$ cat src/rtl/mem_stage.sv
// rtl/mem_stage.sv - MEM pipeline stage: EX/MEM register, load data capture FSM, byte/half alignment
//
// Ports:
//   clk             rising-edge clock
//   rst             synchronous active-high reset
//   stall           pipeline stall vector (bit 3 = MEM, bit 4 = WB)
//   ex_to_mem_bus   {pc, data_ram_en, data_ram_wen, sel_rf_res, rf_we, rf_waddr, ex_result}
//   ex_load_op      load type: 0 LW, 1 LB, 2 LBU, 3 LH, 4 LHU (others behave as LW)
//   data_sram_rdata synchronous SRAM read data for the entry now in this stage
//   mem_to_wb_bus   {pc, rf_we, rf_waddr, mem_result}
//   mem_to_id       forwarding bus {rf_we, rf_waddr, mem_result}
module mem_stage #(
    parameter int EX_TO_MEM_WD = 76,
    parameter int MEM_TO_WB_WD = 70,
    parameter int StallBus     = 6
) (
    input  logic                    clk,
    input  logic                    rst,
    input  logic [StallBus-1:0]     stall,
    input  logic [EX_TO_MEM_WD-1:0] ex_to_mem_bus,
    input  logic [2:0]              ex_load_op,
    input  logic [31:0]             data_sram_rdata,
    output logic [MEM_TO_WB_WD-1:0] mem_to_wb_bus,
    output logic [37:0]             mem_to_id
);

    localparam logic Stop   = 1'b1;
    localparam logic NoStop = 1'b0;

    localparam logic [2:0] OP_LB  = 3'd1;
    localparam logic [2:0] OP_LBU = 3'd2;
    localparam logic [2:0] OP_LH  = 3'd3;
    localparam logic [2:0] OP_LHU = 3'd4;

    typedef enum logic [1:0] {
        ST_IDLE = 2'd0,
        ST_LIVE = 2'd1,
        ST_HELD = 2'd2
    } state_e;

    logic [EX_TO_MEM_WD-1:0] bus_q, bus_d;
    logic [2:0]              op_q, op_d;
    state_e                  state_q, state_d;
    logic [31:0]             hold_q, hold_d;

    logic bubble;
    logic load_en;
    logic in_is_load;

    // Stall bits outside the MEM/WB pair are not used by this stage.
    logic unused_stall;
    assign unused_stall = ^{stall[StallBus-1:5], stall[2:0]};

    assign bubble     = (stall[3] == Stop) && (stall[4] == NoStop);
    assign load_en    = (stall[3] == NoStop);
    assign in_is_load = ex_to_mem_bus[43] && (ex_to_mem_bus[42:39] == 4'b0000) && ex_to_mem_bus[38];

    always_comb begin
        bus_d   = bus_q;
        op_d    = op_q;
        state_d = state_q;
        hold_d  = hold_q;

        // The SRAM only presents read data for one cycle, so snapshot it while
        // it is live in case the stage is frozen on the next edge.
        if (state_q == ST_LIVE) begin
            hold_d = data_sram_rdata;
        end

        if (bubble) begin
            bus_d   = '0;
            op_d    = '0;
            state_d = ST_IDLE;
        end else if (load_en) begin
            bus_d   = ex_to_mem_bus;
            op_d    = ex_load_op;
            state_d = in_is_load ? ST_LIVE : ST_IDLE;
        end else if (state_q == ST_LIVE) begin
            state_d = ST_HELD;
        end
    end

    always_ff @(posedge clk) begin
        if (rst) begin
            bus_q   <= '0;
            op_q    <= '0;
            state_q <= ST_IDLE;
            hold_q  <= '0;
        end else begin
            bus_q   <= bus_d;
            op_q    <= op_d;
            state_q <= state_d;
            hold_q  <= hold_d;
        end
    end

    logic [31:0] pc;
    logic        data_ram_en;
    logic [3:0]  data_ram_wen;
    logic        sel_rf_res;
    logic        rf_we;
    logic [4:0]  rf_waddr;
    logic [31:0] ex_result;
    logic        is_load;

    assign pc           = bus_q[75:44];
    assign data_ram_en  = bus_q[43];
    assign data_ram_wen = bus_q[42:39];
    assign sel_rf_res   = bus_q[38];
    assign rf_we        = bus_q[37];
    assign rf_waddr     = bus_q[36:32];
    assign ex_result    = bus_q[31:0];
    assign is_load      = data_ram_en && (data_ram_wen == 4'b0000) && sel_rf_res;

    logic [31:0] raw_word;
    logic [7:0]  byte_sel;
    logic [15:0] half_sel;
    logic [31:0] load_data;
    logic [31:0] mem_result;

    assign raw_word = (state_q == ST_HELD) ? hold_q : data_sram_rdata;

    always_comb begin
        byte_sel = raw_word[7:0];
        case (ex_result[1:0])
            2'd0: byte_sel = raw_word[7:0];
            2'd1: byte_sel = raw_word[15:8];
            2'd2: byte_sel = raw_word[23:16];
            2'd3: byte_sel = raw_word[31:24];
            default: byte_sel = raw_word[7:0];
        endcase
    end

    // Halfword lane follows addr[1] only; addr[0] is ignored.
    assign half_sel = ex_result[1] ? raw_word[31:16] : raw_word[15:0];

    always_comb begin
        load_data = raw_word;
        case (op_q)
            OP_LB:   load_data = {{24{byte_sel[7]}}, byte_sel};
            OP_LBU:  load_data = {24'd0, byte_sel};
            OP_LH:   load_data = {{16{half_sel[15]}}, half_sel};
            OP_LHU:  load_data = {16'd0, half_sel};
            default: load_data = raw_word;
        endcase
    end

    assign mem_result = is_load ? load_data : ex_result;

    assign mem_to_wb_bus = {pc, rf_we, rf_waddr, mem_result};
    assign mem_to_id     = {rf_we, rf_waddr, mem_result};

endmodule

$ cat config.mk
export PLATFORM = sky130hd
export DESIGN_NAME = mem_stage
export DESIGN_NICKNAME = d
export VERILOG_FILES = /design/src/rtl/mem_stage.sv
export SDC_FILE = /design/constraint.sdc
export NUM_CORES = 1
export LEC_CHECK = 0
export BUFFER_PORTS_ARGS = -buffer_cell sky130_fd_sc_hd__buf_2
export CAP_MARGIN = 40
export CORE_ASPECT_RATIO = 0.7
export CORE_MARGIN = 8
export CORE_UTILIZATION = 49
export CTS_CLUSTER_SIZE = 12
export DETAILED_ROUTE_END_ITERATION = 7
export HOLD_SLACK_MARGIN = 0.15
export PLACE_DENSITY = 0.92
export SETUP_SLACK_MARGIN = 0.05
export SYNTH_ARGS = -nofsm -noshare
export SYNTH_HDL_FRONTEND = slang
export SYNTH_SLANG_ARGS = --single-unit
$ cat constraint.sdc
create_clock -name clk -period 4.1 [get_ports clk]
set_input_delay 1.23 -clock clk [delete_from_list [all_inputs] [get_ports clk]]
set_output_delay 1.23 -clock clk [all_outputs]
set_load 0.02 [all_outputs]
---- Word level (Yosys, flattened, before mapping) ----
Cells that the tools add are included.
W data, S select, Z words.
operators by class
  equality and inequality tests ........... 10
  muxes and demuxes ....................... 8
  bitwise logic cells ..................... 1
  reduce and logical (&&, ||, !) cells .... 9
operator list
  kind                  number
  $pmux W32 S4          1
  $mux W32              2
  $pmux W8 S4           1
  $mux W16              1
  $logic_not A4 Y1      2
  $eq A2 B2 Y1 const B  3
  $eq A3 B2 Y1 const B  2
  $logic_and A1 B1 Y1   5
  $eq A2 B1 Y1 const B  2
  $mux W2               2
  $eq A3 B1 Y1 const B  1
  $eq A3 B3 Y1 const B  1
  $logic_not A2 Y1      1
  $ne A2 B1 Y1 const B  1
  $reduce_or A2 Y1      1
  $mux W1               1
  $not A1 Y1            1
storage, ports and cells
  bits in registers ....................... 113
  bits of input ports ..................... 119
  output and inout bits ................... 108
  word-level logic and storage cells ...... 32

---- Longest topological paths before layout ----
Gate-level depths: netlist of run 1.
  word-level depth ........................ 5
  depth in mapped cells ................... 10
  depth with buffers taken out ............ 5

---- Least setup slack after synthesis of run 1 ----
No wires, ideal clock.
  path type ............................... in2out
  start ................................... in data_sram_rdata[31]
  end ..................................... out mem_to_wb_bus[20]
  arrival time ............................ 2780 ps
  data required time ...................... 2870 ps
  setup slack ............................. 90 ps
  stages .................................. 6
  path through ............................ a2111oi_0 -> nor4_2 -> a21oi_4 -> buf_6 -> a31oi_1 -> buf_4
on the way
  cells in the longest elaborated chain, start to end .. 4
  elaborated cells between the ends (all ways) .. 5
ends and longest elaborated chain
  element                                  line      RTL
  from (decl)                              22        input logic [31:0] data_sram_rdata,
  $mux W32 *                               121       assign raw_word = (state_q == ST_HELD) ? hold_q : data_sram_rdata;
  $pmux W8 S4 or $mux W16 (tied branches)  125, 135
  $pmux W32 S4 *                           139       case (op_q)
  $mux W32 *                               148       assign mem_result = is_load ? load_data : ex_result;
  to (decl)                                23        output logic [MEM_TO_WB_WD-1:0] mem_to_wb_bus,
Every way passes the cells marked *; elsewhere a longest branch is shown, timed or not.

---- Worst setup path in the final report of run 1 ----
  start ................................... in data_sram_rdata[31]
  end ..................................... out mem_to_id[21]
on the way
  cells in the longest elaborated chain, start to end .. 4
  elaborated cells between the ends (all ways) .. 5
ends and longest elaborated chain
  element                                  line      RTL
  $mux W32 *                               121
  $pmux W8 S4 or $mux W16 (tied branches)  125, 135
  $pmux W32 S4 *                           139
  $mux W32 *                               148
  to (decl)                                24        output logic [37:0] mem_to_id
Marked as above.

==> flow_summary.rst, run 1 <==
.. list-table::
   :header-rows: 1

   * - Metric
     - Value
   * - Count of input and output buffers
     - about 220
   * - Routed Antenna Nets
     - 0
   * - Count of different cell masters after synthesis
     - slightly above 40
   * - Area of the core
     - ~12000 µm²
   * - Initial DRT Pass Iterations
     - 5
   * - Setup violation total in the final timing report
     - 0
   * - Setup slack of the most critical reg-to-reg path
     - ~2500 ps
   * - Crit. End Element
     - primary output
   * - Pwr Density
     - 432 nW/µm²
   * - Vias per cell
     - between 5 and 6
   * - Minimum setup slack in the final design
     - 124 ps
   * - Launch point of the worst reg-to-reg path
     - state_q[1]
   * - Min cycle time layout
     - around 4000 ps
   * - Tightest Pin Transition
     - between 900 and 1000 ps
   * - Number of enable-type register cells in the synthesized netlist
     - 0
   * - Initial antenna violation count
     - 4
   * - Crit path max fanout
     - 15
   * - Commonest cells after routing, fill and taps aside
     - sky130_fd_sc_hd__buf_2 (221), sky130_fd_sc_hd__dfxtp_1 (112), sky130_fd_sc_hd__nor2_1 (111)
   * - Final-report hold violation count
     - 0
   * - Placement Cell Area
     - around 6600 µm²
   * - Worst endpoint data arrival time
     - between 2000 and 3000 ps
   * - Overall track demand over capacity in global routing
     - 0.220
   * - WL final
     - about 18 mm
   * - Violation count after the first detailed-routing iteration
     - 375
   * - Worst IR drop on VDD
     - 0.336 mV
   * - Area of all placed cells without fillers
     - a little over 7000 µm²
   * - Height of the chip
     - ~110 µm
   * - Final Net Count
     - ~950
   * - Highest achievable clock rate
     - approximately 250 MHz
   * - Maximum clock skew at final layout
     - about 4.5 ps
   * - Startpoint-to-endpoint class of the critical path
     - in -> out
   * - Critical hold path startpoint
     - hold_q[23]
   * - Layout filler cell count
     - between 900 and 1000
   * - H-tree level count
     - 4
   * - Total of max-cap violations
     - 0
   * - Worst relative slew slack
     - 0.393
   * - Cell-by-cell trace of the critical path
     - buf_2 > mux2i_1 > mux2_2 > nor2b_1 > a21oi_4 > buf_12 > a31oi_1 > buf_2
   * - Horizontal extent of the die
     - approximately 150 µm
   * - Instance count of the mapped netlist
     - a little under 700
   * - Biggest area consumer among synthesized cells
     - sky130_fd_sc_hd__dfxtp_1
   * - Row Count
     - 33
   * - Hold bufs inserted after CTS
     - 0
   * - Crit-path slowest cell
     - sky130_fd_sc_hd__mux2_2
   * - Register bit total from synthesis
     - between 100 and 150
   * - Stage delay of the slowest cell on the critical path
     - approximately 300 ps
   * - Hold-critical path endpoint
     - hold_q[23]
   * - I/O pin count
     - between 200 and 250
   * - Bufs on Longest Clock Path
     - 2
   * - Endpoint of the most critical register-to-register path
     - hold_q[18]
   * - Main synth FF type
     - sky130_fd_sc_hd__dfxtp_1
   * - Worst setup SP type
     - primary input
   * - Post-Synthesis Mean Instance Area
     - between 8 and 9 µm²
   * - Clock latency reported for the late side of the worst-skew pair
     - approximately 400 ps
   * - Total number of clock tree sinks
     - 113
   * - Overall overflow remaining after global route
     - 0
   * - Most common library cell in the layout ignoring fill and taps
     - sky130_fd_sc_hd__buf_2
   * - Via count
     - between 5000 and 6000
   * - Wire length of the first global-routing pass
     - approximately 28 mm
   * - Net count after synthesis
     - between 800 and 900
   * - Worst-case setup slack after placement
     - -9.47 ps
   * - Warnings from Yosys
     - 0
   * - Average wire per cell in the routed design
     - around 18 µm
   * - Clock input transition at the sequential cells of the worst setup and hold paths
     - ~50 ps
   * - Count of cells along the worst hold path
     - 2
   * - Depth of the worst register-to-register path
     - 4
   * - Top cells by area, synth
     - sky130_fd_sc_hd__dfxtp_1 (38%), sky130_fd_sc_hd__mux2i_1 (16%), sky130_fd_sc_hd__buf_4 (10%)
   * - Area share of the largest cell type after synthesis
     - 0.385
   * - Clock root buffer master
     - sky130_fd_sc_hd__clkbuf_16
   * - Area growth from synthesis to layout
     - 23.2%
   * - Die area
     - roughly 16000 µm²
   * - GP Congestion
     - between 0.8 and 0.9
   * - Post-synthesis cell area
     - just under 6000 µm²
   * - Number of CTS-inserted buffers
     - 17
   * - Effective utilization at floorplan
     - 0.502
   * - HPWL after DPL
     - approximately 13 mm
   * - Worst hold-check path type
     - reg -> reg
   * - Fin crit share
     - 0.970
   * - Async S/R FF share, synth
     - 0
   * - Register area share after synthesis
     - 0.385
   * - Number of slew-limit violations in the final report
     - 0
   * - Req. time, crit path
     - between 2000 and 3000 ps
   * - Clock tree from TritonCTS
     - yes
   * - Result of the run
     - completed
   * - Via count of the first global-routing pass
     - 5207
   * - Remaining design rule violation count
     - 0
   * - RSZ-0062 raised after global routing
     - true
   * - Leakage power
     - roughly 3.6 nW
   * - Pin count of the biggest net entering global routing
     - 42
   * - Fraction of layout cells with a size suffix above 1
     - 0.372
   * - Cell occurring most often along the worst timing path
     - sky130_fd_sc_hd__buf_2
## logic make-up (layout without fill, tap and decap cells)
group / Yosys count / count (layout) / synth area share
buffers and inverters: 124 / 274 / 0.133
AND/OR/NAND/NOR: 218 / 218 / 0.157
XOR/XNOR: 3 / 3 / 0.00447
multiplexers: 117 / 117 / 0.204
AO/OA/AOI/OAI: 114 / 114 / 0.117
flip-flops: 113 / 113 / 0.385
other: 0 / 1 / 0
## where the power goes
part	switching [W]	total, W	internal, W
Sequential	0.0000240	0.00116	0.00114
Clock	0.000512	0.00153	0.00102
Combinational	0.000262	0.000434	0.000172
Total	0.000798	0.00313	0.00233
## registers in the layout, summed over array words and instances (netlist names)
register,cells
op_q,3
hold_q,32
state_q,2
bus_q,76
## critical path: cells and delay by family
family	cells	cell delay, ps
buffers and inverters	3	530
muxes	2	370
AOI/OAI and AO/OA	2	350
and+or+nand+nor	1	260
## layout make-up
class	count	area (µm²)	share of cell area
Sequential cell	113	2260	0.312
Antenna cell	1	2.50	0.000345
Clock buffer	23	488	0.0673
Multi-Input combinational cell	452	2880	0.397
Tap cell	157	196	0.0271
Clock inverter	9	129	0.0178
Timing Repair Buffer	239	1280	0.176
Inverter	3	11.3	0.00155
## timing repair
item                                    in CTS  in global routing
gates resized for setup                      0                 11
buffers inserted                             1                  0
pin swaps                                    1                  2
endpoints found under the setup margin      18                 52
## worst max path at each step
stage	from	end	slack (ps)	depth (start not counted)
6_report	data_sram_rdata[31]	mem_to_id[21]	120	8
5_1_grt	bus_q[40]	mem_to_id[4]	60	6
4_1_cts	data_sram_rdata[31]	mem_to_wb_bus[8]	50	7
3_5_place_dp	data_sram_rdata[31]	mem_to_id[21]	-9	6
3_3_place_gp	data_sram_rdata[31]	mem_to_id[21]	20	6
2_1_floorplan	data_sram_rdata[31]	mem_to_wb_bus[20]	90	6
## Yosys cell counts, drive strengths merged, types with 2 or more instances
cell type / instances
a2111oi: 4
a211oi: 3
a21o: 4
a21oi: 60
a22oi: 5
a31oi: 16
and3b: 7
buf: 89
clkbuf: 32
dfxtp: 113
inv: 3
mux2: 24
mux2i: 93
nand2: 79
nor2: 112
nor2b: 2
nor3: 7
nor4b: 2
o21ai: 11
o22ai: 8
or2: 2
xnor2: 2
## metrics by stage
step                      instances  TNS [ps]   util  total power (W)  hold slack, ps
after detailed placement        963     -18.0  0.560          0.00161             444
after global routing            996         0  0.618          0.00324             470
after floorplan                 689         0      -          0.00149             432
final                           997         0  0.618          0.00313             453
after CTS                       996         0  0.614          0.00314             452
after global placement          962         0  0.558          0.00160             439
## layer usage
layer | track usage | share of wire
met5 | 0 | 0.0018
met2 | 0.346 | 0.45
met1 | 0.275 | 0.43
met3 | 0.0974 | 0.12
met4 | 0.0486 | 0.0070
Power figures use the tool's default switching activity.
==> inputs of run 2 (changes only) <==
--- a/config.mk
+++ b/config.mk
@@ -9,11 +9,11 @@
 export CAP_MARGIN = 40
 export CORE_ASPECT_RATIO = 0.7
 export CORE_MARGIN = 8
-export CORE_UTILIZATION = 49
+export CORE_UTILIZATION = 50
 export CTS_CLUSTER_SIZE = 12
 export DETAILED_ROUTE_END_ITERATION = 7
 export HOLD_SLACK_MARGIN = 0.15
-export PLACE_DENSITY = 0.92
+export PLACE_DENSITY = 0.94
 export SETUP_SLACK_MARGIN = 0.05
 export SYNTH_ARGS = -nofsm -noshare
 export SYNTH_HDL_FRONTEND = slang
==> constraint.sdc (replaced) <==
create_clock -name clk -period 4.7 [get_ports clk]
set_input_delay 1.41 -clock clk [delete_from_list [all_inputs] [get_ports clk]]
set_output_delay 1.41 -clock clk [all_outputs]
set_load 0.02 [all_outputs]
==> run 2 against run 1 <==
  * Clock power is 11% lower
  * Setup slack gained 130 ps
  * Flip-flop and latch count did not move
  * Register-to-register slack improved by 700 ps
  * Power shrank 12%
  * Critical endpoint is now mem_to_wb_bus[24]
==> flow_summary.rst, run 2 (synthesized netlist as in run 1, its figures left out) <==
.. list-table::
   :header-rows: 1

   * - Metric
     - Value
   * - Pin count of the biggest net entering global routing
     - 52 (+24%)
   * - Leakage power
     - 3.52 nW (-1.2%)
   * - I/O pin count
     - 227 (unchanged)
   * - Post-CTS resize count
     - 0 (unchanged)
   * - Reg power frac
     - 0.370 (-0.002)
   * - H-tree level count
     - 4 (unchanged)
   * - End-of-flow core utilization
     - 0.617 (-0.000951)
   * - Final Net Count
     - 937 (-0.85%)
   * - Crit path max fanout
     - 15 (unchanged)
   * - Routed Antenna Nets
     - 0 (unchanged)
   * - Die area
     - 15500 µm² (-1.7%)
   * - Register ranked first by flip-flop count
     - bus_q
   * - Crit-path slowest cell
     - sky130_fd_sc_hd__a2111oi_0
   * - Via count
     - 5322 (+0.15%)
   * - Tightest Pin Transition
     - 888 ps (-12.5 ps)
   * - Worst hold-check path type
     - reg -> reg
   * - Flip-flop count of the largest register, all copies and words added
     - 76 (unchanged)
   * - Overall track demand over capacity in global routing
     - 0.229 (+0.00914)
   * - Fraction of layout cells with a size suffix above 1
     - 0.358 (-0.0140)
   * - Bufs on Longest Clock Path
     - 2 (unchanged)
   * - Top Registers
     - bus_q: 76 flops, hold_q: 32 flops, op_q: 3 flops
   * - Total setup buffers inserted after CTS
     - 0 (-1)
   * - Worst endpoint data arrival time
     - 3040 ps (+290 ps)
   * - Maximum clock skew at final layout
     - 6.96 ps (+2.45 ps)
   * - Crit path buf inv count
     - 2 (-1)
   * - Hold bufs inserted after CTS
     - 0 (unchanged)
   * - Total number of clock tree sinks
     - 113 (unchanged)
   * - Height of the chip
     - 107 µm (-0.85%)
   * - Fin crit share
     - 0.946
   * - Wire length of the first global-routing pass
     - 28.3 mm (+2.3%)
   * - Category of cells accounting for the largest share of critical-path delay
     - compound AO/OA/AOI/OAI gates
   * - Worst relative slew slack
     - 0.401 (+0.00841)
   * - Startpoint-to-endpoint class of the critical path
     - in -> out
   * - Initial antenna violation count
     - 7 (+3)
   * - Overall overflow remaining after global route
     - 0 (unchanged)
   * - Average wire per cell in the routed design
     - 18.2 µm (+2.0%)
   * - Violation count after the first detailed-routing iteration
     - 421 (+12%)
   * - Pwr Density
     - 383 nW/µm² (-11%)
   * - Worst IR drop on VDD
     - 0.308 mV (-8.4%)
   * - Count of input and output buffers
     - 222 (unchanged)
   * - Crit. End Element
     - primary output
   * - Initial DRT Pass Iterations
     - 6 (+1)
   * - Vias per cell
     - 5.39 (+1.1%)
   * - Clock root buffer master
     - sky130_fd_sc_hd__clkbuf_16
   * - Row Count
     - 33 (unchanged)
   * - Clock tree from TritonCTS
     - yes
   * - Area of the core
     - 11600 µm² (-1.1%)
   * - Remaining design rule violation count
     - 0 (unchanged)
   * - Commonest cells after routing, fill and taps aside
     - sky130_fd_sc_hd__buf_2 (221), sky130_fd_sc_hd__dfxtp_1 (113), sky130_fd_sc_hd__nor2_1 (111)
   * - GP Congestion
     - 0.907 (+3.0%)
   * - Number of CTS-inserted buffers
     - 17 (unchanged)
   * - Area growth from synthesis to layout
     - 21.7%
   * - Horizontal extent of the die
     - 146 µm (-0.89%)
   * - Highest achievable clock rate
     - 225 MHz
   * - Stage delay of the slowest cell on the critical path
     - 460 ps (+160 ps)
   * - Post-Route Setup TNS
     - 0 ps (unchanged)
   * - Via count of the first global-routing pass
     - 5314 (+2.1%)
   * - Cell-by-cell trace of the critical path
     - buf_2 > a2111oi_0 > nor4_2 > a21oi_4 > a31oi_1 > buf_2
   * - Number of slew-limit violations in the final report
     - 0 (unchanged)
   * - Switching fraction of total power
     - 0.249 (-0.00644)
   * - Portion of total power attributed to the clock network
     - 0.494 (+0.005)
   * - WL final
     - 18.0 mm (+1.1%)
   * - Share of power burned in combinational logic
     - 0.135 (-0.004)
   * - Min cycle time layout
     - ~4400 ps
   * - Clock input transition at the sequential cells of the worst setup and hold paths
     - 50 ps (about the same)
   * - Effective utilization at floorplan
     - 0.507 (+0.00536)
   * - RSZ-0062 raised after global routing
     - false
   * - Most common library cell in the layout ignoring fill and taps
     - sky130_fd_sc_hd__buf_2
   * - Cell occurring most often along the worst timing path
     - sky130_fd_sc_hd__buf_2
   * - Internal power contribution
     - 0.00206 W (-11%)
   * - Worst setup SP type
     - primary input
   * - Clock latency reported for the late side of the worst-skew pair
     - 410 ps (about the same)
   * - Net switching component of the power
     - 0.000683 W (-14%)
   * - Req. time, crit path
     - 3290 ps (+420 ps)
   * - Setup violation total in the final timing report
     - 0 (unchanged)
   * - Final-report hold violation count
     - 0 (unchanged)
   * - HPWL after DPL
     - 13.6 mm (+2.4%)
   * - Total of max-cap violations
     - 0 (unchanged)
   * - Result of the run
     - completed
[run 2: cell types whose count changed in the layout (fill, tap and decap cells not counted), sizes merged]
cell,delta
clkbuf,-2
clkinvlp,+1
buf,-8
bufinv,+1
clkinv,-1
[run 2: power groups by stage]
| stage | clock, W | sequential (W) | combinational (W) |
|---|---|---|---|
| floorplan | 0 | 0.00103 | 0.000272 |
| global placement | 0 | 0.00103 | 0.000362 |
| detailed placement | 0 | 0.00104 | 0.000369 |
| CTS | 0.00138 | 0.00102 | 0.000371 |
| global route | 0.00142 | 0.00102 | 0.000402 |
| finish | 0.00136 | 0.00102 | 0.000372 |
[run 2: final cells by class]
| type | count | area, µm² |
|---|---|---|
| well taps | 157 | 196 |
| clock buffers | 21 | 470 |
| diodes | 1 | 2.50 |
| clock inverters | 10 | 158 |
| inverters | 3 | 11.3 |
| multi-input cells | 452 | 2850 |
| fillers | 1001 | 4440 |
| repair buffers | 231 | 1210 |
| flip-flops and latches | 113 | 2260 |
[run 2: per-layer routing]
layer | track usage | vias to the layer above | wire length, µm
met5 | 0 | - | 72
li1 | - | 2543 | -
met2 | 0.369 | 292 | 8270
met3 | 0.101 | 31 | 1990
met1 | 0.277 | 2444 | 7470
met4 | 0.0607 | 12 | 185
[run 2: worst reg2reg max path, delay by kind of cell (launching register included)]
kind / cells / cell delay (ps)
AOI/OAI and AO/OA: 1 / 160
buffers and inverters: 1 / 220
DFF: 1 / 520
and+or+nand+nor: 2 / 550
[run 2: worst paths after layout]
kind                            slack (ps)  depth (start not counted)                 to                 from
worst max-delay path                   250                          6  mem_to_wb_bus[24]  data_sram_rdata[31]
worst min-delay path                   450                          2         hold_q[10]           hold_q[10]
worst max register to register        3180                          4         hold_q[17]           state_q[1]
worst min register to register         450                          2         hold_q[10]           hold_q[10]
[run 2: per-stage QoR]
stage / cells / hold WS, ps / worst slack [ps] / power (W) / area, µm²
2_1_floorplan: 689 / 432 / 330 / 0.00130 / 5880
3_3_place_gp: 955 / 439 / 293 / 0.00140 / 6500
3_5_place_dp: 956 / 445 / 270 / 0.00141 / 6520
4_1_cts: 987 / 452 / 258 / 0.00276 / 7150
5_1_grt: 988 / 472 / 85.1 / 0.00285 / 7160
6_report: 988 / 455 / 252 / 0.00275 / 7160
==> inputs of run 3 (changes only) <==
==> constraint.sdc (replaced) <==
create_clock -name clk -period 4.7 [get_ports clk]
set_input_delay 0 -clock clk [delete_from_list [all_inputs] [get_ports clk]]
set_output_delay 0 -clock clk [all_outputs]
set_load 0.02 [all_outputs]
==> run 3 against run 2 <==
  * Hold slack got worse by 85 ps
  * Setup slack improved by 1000 ps
  * Design area increased by 23%
  * Non-clock buffer count increased by 165
  * Critical endpoint is now mem_to_id[11]
  * Core utilization increased by 14 points
  * Via count increased by 19%
  * Critical path type is now reg -> out
  * Largest power group unchanged
  * Wire length increased by 26%
==> flow_summary.rst, run 3 (synthesized netlist as in run 1, its figures left out) <==
.. list-table::
   :header-rows: 1

   * - Metric
     - Value
   * - Result of the run
     - completed
   * - Area of the core
     - 11600 µm² (unchanged)
   * - Total of max-cap violations
     - 0 (unchanged)
   * - Pwr Density
     - 325 nW/µm² (-15%)
   * - Violation count after the first detailed-routing iteration
     - 518 (+23%)
   * - Highest achievable clock rate
     - 293 MHz (+30%)
   * - Via count of the first global-routing pass
     - 6384 (+20%)
   * - Post-Route Setup TNS
     - 0 ps (unchanged)
   * - Remaining design rule violation count
     - 0 (unchanged)
   * - Crit path buf inv count
     - 2 (unchanged)
   * - End-of-flow core utilization
     - 0.760 (+0.143)
   * - GP Congestion
     - 0.890 (-1.8%)
   * - Fraction of layout cells with a size suffix above 1
     - 0.296 (-0.0616)
   * - Crit. End Element
     - primary output
   * - Stage delay of the slowest cell on the critical path
     - 640 ps (+180 ps)
   * - Bufs on Longest Clock Path
     - 2 (unchanged)
   * - Height of the chip
     - 107 µm (unchanged)
   * - Final-report hold violation count
     - 0 (unchanged)
   * - Overall track demand over capacity in global routing
     - 0.281 (+0.0521)
   * - Register ranked first by flip-flop count
     - bus_q
   * - Final Net Count
     - 1102 (+18%)
   * - Fin crit share
     - 0.727 (-0.220)
   * - Top Registers
     - bus_q: 76 flops, hold_q: 32 flops, op_q: 3 flops
   * - Total number of clock tree sinks
     - 113 (unchanged)
   * - HPWL after DPL
     - 13.4 mm (-1.7%)
   * - Setup violation total in the final timing report
     - 0 (unchanged)
   * - Cell-by-cell trace of the critical path
     - nand2b_2 > buf_16 > a2111oi_0 > nor4_2 > nand2_1 > a31oi_1 > buf_2
   * - Initial antenna violation count
     - 2 (-5)
   * - Pin count of the biggest net entering global routing
     - 44 (-15%)
   * - Clock root buffer master
     - sky130_fd_sc_hd__clkbuf_16
   * - WL final
     - 22.6 mm (+26%)
   * - Via count
     - 6323 (+19%)
   * - Worst-case setup slack after placement
     - 1910 ps (+1640 ps)
   * - Clock tree from TritonCTS
     - yes
   * - Count of input and output buffers
     - 222 (unchanged)
   * - Crit path max fanout
     - 22 (+7)
   * - Number of slew-limit violations in the final report
     - 0 (unchanged)
   * - Crit-path slowest cell
     - sky130_fd_sc_hd__nor4_2
   * - Category of cells accounting for the largest share of critical-path delay
     - simple AND/OR/NAND/NOR gates
   * - Leakage power
     - 4.27 nW (+21%)
   * - Number of CTS-inserted buffers
     - 17 (unchanged)
   * - Clock latency reported for the late side of the worst-skew pair
     - 410 ps (about the same)
   * - Clock input transition at the sequential cells of the worst setup and hold paths
     - 50 ps (about the same)
   * - RSZ-0062 raised after global routing
     - false
   * - Overall overflow remaining after global route
     - 0 (unchanged)
   * - Worst setup SP type
     - flip-flop
   * - Worst relative slew slack
     - 0.398 (-0.00322)
   * - Tightest Pin Transition
     - 893 ps (+4.77 ps)
   * - Post-CTS resize count
     - 0 (unchanged)
   * - Worst hold slack
     - 370 ps (-85.2 ps)
   * - Vias per cell
     - 5.47 (+1.6%)
   * - Minimum setup slack in the final design
     - 1280 ps (+1030 ps)
   * - Most common library cell in the layout ignoring fill and taps
     - sky130_fd_sc_hd__buf_2
   * - Startpoint-to-endpoint class of the critical path
     - reg -> out
   * - Row Count
     - 33 (unchanged)
   * - I/O pin count
     - 227 (unchanged)
   * - Area growth from synthesis to layout
     - 49.9%
   * - Req. time, crit path
     - 4700 ps (+1410 ps)
   * - Average wire per cell in the routed design
     - 19.6 µm (+7.7%)
   * - Die area
     - 15500 µm² (unchanged)
   * - Wire length of the first global-routing pass
     - 35.0 mm (+23%)
   * - Min cycle time layout
     - 3420 ps (-1030 ps)
   * - Commonest cells after routing, fill and taps aside
     - sky130_fd_sc_hd__buf_2 (221), sky130_fd_sc_hd__dlygate4sd3_1 (166), sky130_fd_sc_hd__dfxtp_1 (113)
   * - Maximum clock skew at final layout
     - 7.15 ps (+0.188 ps)
   * - H-tree level count
     - 4 (unchanged)
   * - Routed Antenna Nets
     - 0 (unchanged)
   * - Layout filler cell count
     - 717 (-28%)
   * - Horizontal extent of the die
     - 146 µm (unchanged)
   * - Effective utilization at floorplan
     - 0.507 (unchanged)
   * - Worst hold-check path type
     - in -> reg
   * - Initial DRT Pass Iterations
     - 5 (-1)
   * - Flip-flop count of the largest register, all copies and words added
     - 76 (unchanged)
   * - Worst IR drop on VDD
     - 0.328 mV (+6.6%)
   * - Worst endpoint data arrival time
     - 3420 ps (+380 ps)
## run 3: changes by cell type in the layout (fill, tap and decap cells not counted)
cell,delta
sky130_fd_sc_hd__buf_12,-1
sky130_fd_sc_hd__buf_16,+1
sky130_fd_sc_hd__buf_4,-2
sky130_fd_sc_hd__buf_8,+1
sky130_fd_sc_hd__clkbuf_1,+2
sky130_fd_sc_hd__clkbuf_8,-1
sky130_fd_sc_hd__diode_2,+1
sky130_fd_sc_hd__dlygate4sd3_1,+166
sky130_fd_sc_hd__nand2b_2,+1
sky130_fd_sc_hd__nand2b_4,-1
## run 3: layout make-up
class / count / area (µm²) / share of cell area
multi-input cells: 452 / 2840 / 0.322
flip-flops and latches: 113 / 2260 / 0.256
diodes: 2 / 5.00 / 0.000567
clock buffers: 22 / 464 / 0.0526
well taps: 157 / 196 / 0.0223
repair buffers: 396 / 2880 / 0.327
inverters: 3 / 11.3 / 0.00128
clock inverters: 10 / 158 / 0.0179
## run 3: timing repair
item	4_1_cts	5_1_grt
hold buffers	166	0
setup buffers	0	0
endpoints found under the hold margin	113	0
setup endpoints to repair	0	0
## run 3: worst reg2reg max path: stages (launching register included)
cell	delay [ps]
sky130_fd_sc_hd__dfxtp_1	480
sky130_fd_sc_hd__or2b_1	510
sky130_fd_sc_hd__buf_8	250
sky130_fd_sc_hd__nand2_1	110
sky130_fd_sc_hd__a21oi_1	190
sky130_fd_sc_hd__dlygate4sd3_1	570
## run 3: path summary, 6_finish.rpt
check	startpoint	end	slack, ps	cells after the start
min reg2reg	bus_q[45]	bus_q[45]	490	2
max reg2reg	state_q[1]	hold_q[29]	2540	5
min	ex_to_mem_bus[56]	bus_q[56]	370	4
max	state_q[0]	mem_to_id[11]	1280	7
## run 3: metal layers
metal  up-vias  wire, µm  track usage
li1       2875         -            -
met1      2950      8990        0.334
met2       439     10700        0.474
met3        59      2330       0.0858
met4         0       630        0.108
met5         -         0            0
## run 3: power breakdown
group | switching, W | internal (W)
combinational | 0.000261 | 0.000225
clock | 0.000454 | 0.000912
sequential | 0.0000249 | 0.000994
## run 3: metrics by stage
stage / power (W) / area [µm²] / cells
floorplan: 0.00130 / 5880 / 689
global placement: 0.00139 / 6460 / 952
detailed placement: 0.00140 / 6530 / 955
CTS: 0.00285 / 8810 / 1153
global route: 0.00296 / 8820 / 1155
finish: 0.00287 / 8820 / 1155
